[config.mk]
export PLATFORM = sky130hd
export DESIGN_NAME = mips_state_dumper
export DESIGN_NICKNAME = d
export VERILOG_FILES = /design/src/rtl/mips_state_dumper.sv
export SDC_FILE = /design/constraint.sdc
export NUM_CORES = 1
export LEC_CHECK = 0
export CAP_MARGIN = 20
export CORE_MARGIN = 2
export CORE_UTILIZATION = 40
export CTS_CLUSTER_SIZE = 30
export DETAILED_ROUTE_END_ITERATION = 12
export GPL_TIMING_DRIVEN = 0
export PLACE_DENSITY_LB_ADDON = 0.1
export SLEW_MARGIN = 20
export SYNTH_ARGS = -nofsm -noshare
export SYNTH_HDL_FRONTEND = slang
export SYNTH_SLANG_ARGS = --single-unit
[constraint.sdc]
create_clock -name clk -period 2.65 [get_ports clk]
set_clock_uncertainty 0.15 [all_clocks]
set_input_delay 0.795 -clock clk [delete_from_list [all_inputs] [get_ports clk]]
set_output_delay 0.795 -clock clk [all_outputs]
set_load 0.1 [all_outputs]
[src/rtl/mips_state_dumper.sv]
// Freezes the 16-bit MIPS core, then streams a framed snapshot of R0..R7 and a
// data-memory window (header, registers, memory bytes, XOR checksum) over valid/ready.
module mips_state_dumper #(
  parameter int unsigned NUM_REGS    = 8,
  parameter int unsigned REG_W       = 16,
  parameter int unsigned DMEM_AW     = 9,
  parameter int unsigned HALT_CYCLES = 4,
  parameter logic [7:0]  HDR_BYTE    = 8'hA5
) (
  input  logic                        clk,
  input  logic                        rst,
  input  logic                        start,
  input  logic [DMEM_AW-1:0]          dump_base,
  input  logic [DMEM_AW:0]            dump_len,
  output logic                        busy,
  output logic                        done,
  output logic                        err,
  output logic                        cpu_halt,
  output logic [$clog2(NUM_REGS)-1:0] rf_raddr,
  input  logic [REG_W-1:0]            rf_rdata,
  output logic [DMEM_AW-1:0]          dm_raddr,
  input  logic [7:0]                  dm_rdata,
  output logic                        out_valid,
  output logic [7:0]                  out_data,
  output logic                        out_last,
  input  logic                        out_ready
);

  localparam int unsigned RA_W = $clog2(NUM_REGS);
  localparam int unsigned HC_W = $clog2(HALT_CYCLES + 1);
  localparam logic [DMEM_AW:0] MAX_LEN = {1'b1, {DMEM_AW{1'b0}}};

  typedef enum logic [2:0] {S_IDLE, S_HALT, S_HDR, S_REG, S_MEM, S_CSUM} state_t;

  function automatic logic [7:0] csum_fold(input logic [7:0] acc, input logic [7:0] b);
    return acc ^ b;
  endfunction

  state_t             state_q, state_d;
  logic [HC_W-1:0]    halt_cnt_q, halt_cnt_d;
  logic [DMEM_AW-1:0] base_q, base_d;
  logic [DMEM_AW:0]   len_q, len_d;
  logic [DMEM_AW:0]   mem_idx_q, mem_idx_d;
  logic               mem_pend_q, mem_pend_d;
  logic               reg_lo_q, reg_lo_d;
  logic [7:0]         csum_q, csum_d;
  logic               busy_q, busy_d;
  logic               done_q, done_d;
  logic               err_q, err_d;
  logic               halt_q, halt_d;
  logic [RA_W-1:0]    rf_raddr_q, rf_raddr_d;
  logic [DMEM_AW-1:0] dm_raddr_q, dm_raddr_d;
  logic               out_valid_q, out_valid_d;
  logic [7:0]         out_data_q, out_data_d;
  logic               out_last_q, out_last_d;

  logic               acc;
  logic               slot_free;
  logic [7:0]         csum_acc;

  always_comb begin
    acc       = out_valid_q && out_ready;
    slot_free = !out_valid_q || out_ready;
    csum_acc  = acc ? csum_fold(csum_q, out_data_q) : csum_q;

    state_d     = state_q;
    halt_cnt_d  = halt_cnt_q;
    base_d      = base_q;
    len_d       = len_q;
    mem_idx_d   = mem_idx_q;
    mem_pend_d  = mem_pend_q;
    reg_lo_d    = reg_lo_q;
    csum_d      = csum_acc;
    busy_d      = busy_q;
    done_d      = 1'b0;
    err_d       = 1'b0;
    halt_d      = halt_q;
    rf_raddr_d  = rf_raddr_q;
    dm_raddr_d  = dm_raddr_q;
    out_valid_d = acc ? 1'b0 : out_valid_q;
    out_data_d  = out_data_q;
    out_last_d  = out_last_q;

    // A new byte is loaded only when the output slot is empty or being drained.
    unique case (state_q)
      S_IDLE: begin
        if (start) begin
          if (dump_len > MAX_LEN) begin
            err_d = 1'b1;
          end else begin
            base_d     = dump_base;
            len_d      = dump_len;
            csum_d     = 8'h00;
            busy_d     = 1'b1;
            halt_d     = 1'b1;
            halt_cnt_d = '0;
            state_d    = S_HALT;
          end
        end
      end
      S_HALT: begin
        if (halt_cnt_q == HC_W'(HALT_CYCLES - 1)) state_d = S_HDR;
        else halt_cnt_d = halt_cnt_q + 1'b1;
      end
      S_HDR: begin
        if (slot_free) begin
          out_valid_d = 1'b1;
          out_data_d  = HDR_BYTE;
          rf_raddr_d  = '0;
          reg_lo_d    = 1'b0;
          state_d     = S_REG;
        end
      end
      S_REG: begin
        if (slot_free) begin
          out_valid_d = 1'b1;
          if (!reg_lo_q) begin
            out_data_d = rf_rdata[REG_W-1 -: 8];
            reg_lo_d   = 1'b1;
          end else begin
            out_data_d = rf_rdata[7:0];
            reg_lo_d   = 1'b0;
            rf_raddr_d = rf_raddr_q + 1'b1;
            if (rf_raddr_q == RA_W'(NUM_REGS - 1)) begin
              if (len_q == '0) begin
                state_d = S_CSUM;
              end else begin
                dm_raddr_d = base_q;
                mem_idx_d  = '0;
                mem_pend_d = 1'b0;
                state_d    = S_MEM;
              end
            end
          end
        end
      end
      S_MEM: begin
        // First cycle presents the address, second cycle has the registered read data.
        if (!mem_pend_q) begin
          mem_pend_d = 1'b1;
        end else if (slot_free) begin
          out_valid_d = 1'b1;
          out_data_d  = dm_rdata;
          dm_raddr_d  = dm_raddr_q + 1'b1;
          mem_pend_d  = 1'b0;
          mem_idx_d   = mem_idx_q + 1'b1;
          if (mem_idx_q == len_q - 1'b1) state_d = S_CSUM;
        end
      end
      S_CSUM: begin
        if (!out_last_q) begin
          if (slot_free) begin
            out_valid_d = 1'b1;
            out_data_d  = csum_acc;
            out_last_d  = 1'b1;
          end
        end else if (acc) begin
          out_last_d = 1'b0;
          done_d     = 1'b1;
          busy_d     = 1'b0;
          halt_d     = 1'b0;
          state_d    = S_IDLE;
        end
      end
      default: state_d = S_IDLE;
    endcase
  end

  always_ff @(posedge clk) begin
    if (!rst) begin
      state_q     <= S_IDLE;
      halt_cnt_q  <= '0;
      base_q      <= '0;
      len_q       <= '0;
      mem_idx_q   <= '0;
      mem_pend_q  <= 1'b0;
      reg_lo_q    <= 1'b0;
      csum_q      <= 8'h00;
      busy_q      <= 1'b0;
      done_q      <= 1'b0;
      err_q       <= 1'b0;
      halt_q      <= 1'b0;
      rf_raddr_q  <= '0;
      dm_raddr_q  <= '0;
      out_valid_q <= 1'b0;
      out_data_q  <= 8'h00;
      out_last_q  <= 1'b0;
    end else begin
      state_q     <= state_d;
      halt_cnt_q  <= halt_cnt_d;
      base_q      <= base_d;
      len_q       <= len_d;
      mem_idx_q   <= mem_idx_d;
      mem_pend_q  <= mem_pend_d;
      reg_lo_q    <= reg_lo_d;
      csum_q      <= csum_d;
      busy_q      <= busy_d;
      done_q      <= done_d;
      err_q       <= err_d;
      halt_q      <= halt_d;
      rf_raddr_q  <= rf_raddr_d;
      dm_raddr_q  <= dm_raddr_d;
      out_valid_q <= out_valid_d;
      out_data_q  <= out_data_d;
      out_last_q  <= out_last_d;
    end
  end

  assign busy      = busy_q;
  assign done      = done_q;
  assign err       = err_q;
  assign cpu_halt  = halt_q;
  assign rf_raddr  = rf_raddr_q;
  assign dm_raddr  = dm_raddr_q;
  assign out_valid = out_valid_q;
  assign out_data  = out_data_q;
  assign out_last  = out_last_q;

endmodule

==> summary.txt <==
Clock network
  • CTS HTree Levels: 3
  • Total CTS buffers: 9
  • Clock root cell: clkbuf_8
  • Sinks on Clock Net: 70
  • CTS max path bufs: 2
  • Clock-pin slew of the registers on the worst-case setup and hold paths: 0.07 ns
  • Hold buffer count at cts: 0
  • Post-CTS Repair Setup Buffers: 0
  • CTS tree: done
  • Clock Latency Late Sink: 0.35 ns

Routing
  • WL met2: 4980 um
  • DRT iter0 DRCs: 148
  • Met1 wire length: 4710 um
  • Final Routed Wirelength: 10400 um
  • Vias/cell: 5.49
  • Routed vias: 3606
  • Met3 WL: 544 um
  • Top routing layer in use: met4
  • Number of remaining DRC errors: 0
  • Initial DRT Pass Iterations: 5
  • ANT nets after route: 0
  • WL/cell: 15.8 um

Worst setup path
  • CP max-delay cell: dlygate4sd2_1
  • Delay-heaviest family, CP: buffers and inverters
  • Worst Path Max Fanout: 5
  • Max stage delay on crit path: 0.89 ns
  • R2r setup slk: 0.31 ns
  • Crit-path cells: dlygate4sd2_1
  • Crit path launch type: flip-flop
  • Crit path kind: flip-flop to output port
  • CP Launch Point: dm_raddr[0]$_SDFFE_PN0P_
  • CP Buf/Inv Count: 1
  • Worst Path Arrival: 1.67 ns
  • CP Data Required Time: 1.71 ns
  • CP endpoint kind: output port
  • FF-to-FF Start: state_q[0]$_SDFFE_PN0P_

Timing
  • Final setup viols: 0
  • Maximum clock frequency: 0.382 GHz
  • Tcrit/Tclk final: 98.7%
  • Hold slack: 0.316 ns
  • Final hold violation count: 0
  • Unrepaired setup endpoints after global routing: true
  • Final setup margin: 0.0352 ns
  • Final max-slew violation count: 0
  • Max_slew headroom: 35.3%
  • Min Tclk post-route: 2.61 ns
  • Worst slew pin tran: 0.975 ns

Die
  • Rows: 34
  • Initial core utilization: 41.6%
  • Total die area: 9890 um^2
  • Core area: 8760 um^2
  • Die Y: 99.5 um
  • IO Pins: 73
  • Die width: 99.5 um

Finish
  • Commonest non-fill, non-tap cells in the layout: nand2_1, dfxtp_1, nor2_1, a21oi_1, clkdlybuf4s50_1
  • N_diodes: 0
  • Commonest non-fill, non-tap cell in the layout: nand2_1
  • Fin nets: 598
  • Synthesis-to-layout area growth: 29.8%
  • Final instance area: 4730 um^2
  • Layout Utilization: 54.0%
  • Layout cells sized above 1: 8.74%

Pwr
  • Power Dens Cells: 664 nW/um^2
  • Static leakage: 1.86 nW
  • Peak supply drop: 434 uV

Global routing
  • Vias in the first global route: 3445
  • Global-route wire length before repair: 16900 um
  • Largest net degree at the start of global routing: 13
  • Gr ovfl total: 0
  • Tot GR Track Use: 21.4%
  • Initial antenna violation count: 0

Placement
  • Placed inst area: 4490 um^2
  • I/O Buffers: 71
  • Dpl ws: -0.585 ns
  • Final HPWL DP: 7580 um
  • Final GP Congestion: 0.832

Status
  • Status: completed

Synth
  • Yosys Warn Count: 0
  • Fraction of registers with async set/reset: 0%
  • Cells after Synth: 462
  • Seq/Total Area, Yosys: 38.4%
  • Synthesized area: 3650 um^2
  • Main synth FF type: dfxtp_1
  • Post-synth EDFFs: 0
  • Avg Cell Area, Syn: 7.89 um^2
  • Number of distinct library cells after synthesis: 55
  • Syn_nets: 516
  • Synthesized flop and latch total: 70

Worst hold path
  • Hold wc startpoint: base_q[4]$_SDFFE_PN0P_
  • Worst hold-check path type: flip-flop to flip-flop

Job
  • Max Cap Viol: 0
==> worst register-to-register path, delay by kind of cell, from the launching register on <==
family	cells	cell delay (ns)
buffers and inverters	2	0.80
DFF	1	0.48
and+or+nand+nor	3	0.47
AOI/OAI and AO/OA	2	0.32
==> flip-flops by register name (all words and copies together), names as in the netlist <==
name,count
reg_lo_q,1
rf_raddr,3
err,1
mem_pend_q,1
out_data,8
done,1
out_valid,1
len_q,10
base_q,9
mem_idx_q,10
halt_cnt_q,3
csum_q,8
cpu_halt,1
out_last,1
dm_raddr,9
state_q,3
==> stage by stage <==
step	std cells	total power [mW]	TNS, ns
global placement	641	2.22	-18.15
global route	657	3.29	0
finish	657	3.14	0
floorplan	462	1.94	0
detailed placement	641	2.24	-19.49
CTS	657	3.13	-0.00290
==> layer usage <==
layer	vias up	GRT usage, %
met5	-	0
met4	0	5.27
met3	12	5.69
met2	99	36.3
met1	1689	27.2
li1	1806	-
==> final cells by class <==
class / instances / area (um^2)
fill: 856 / 4030
multi-input combinational: 357 / 2120
sequential: 70 / 1400
timing repair buffer: 71 / 686
buffer: 30 / 159
clock buffer: 12 / 155
tap: 108 / 135
clock inverter: 4 / 55.1
inverter: 5 / 18.8
==> synth_stat cells (6+ instances only) <==
master    instances  area (um^2)
a211oi_1          7         52.6
a21oi_1          51          255
and3_1            6         37.5
buf_2             6         30.0
clkbuf_1         19         71.3
dfxtp_1          70         1400
ha_1              7         87.6
mux2i_1           7         70.1
nand2_1          74          278
nand2b_1          6         37.5
nand3_1          16         80.1
nor2_1           53          199
nor3_1            9         45.0
o21ai_0          19         95.1
xor2_1           21          184
==> cells by family after synthesis <==
logic type / after synthesis / share of synthesized area [%]
adders and majority gates: 7 / 2.40
muxes: 11 / 3.16
AOI/OAI and AO/OA: 119 / 20.8
and+or+nand+nor: 195 / 24.8
xor gates and xnor gates: 25 / 6.01
DFF: 70 / 38.4
buffers and inverters: 35 / 4.32
==> where the power goes <==
part	internal [mW]	total [mW]	switching (mW)
Sequential	1.13	1.21	0.0765
Combinational	0.345	1.02	0.674
Clock	0.490	0.910	0.420
Total	1.97	3.14	1.17
==> worst paths after layout <==
check	to	cells after the start
min	base_q[4]$_SDFFE_PN0P_	2
max reg2reg	dm_raddr[2]$_SDFFE_PN0P_	7
max	dm_raddr[0]	1
min reg2reg	base_q[4]$_SDFFE_PN0P_	2
==> repair_timing <==
item / CTS / global route
pin swaps: 1 / 5
hold endpoints to repair: 0 / 0
setup endpoints to repair: 57 / 38
resized for setup: 32 / 17
Power figures use the tool's default switching activity.
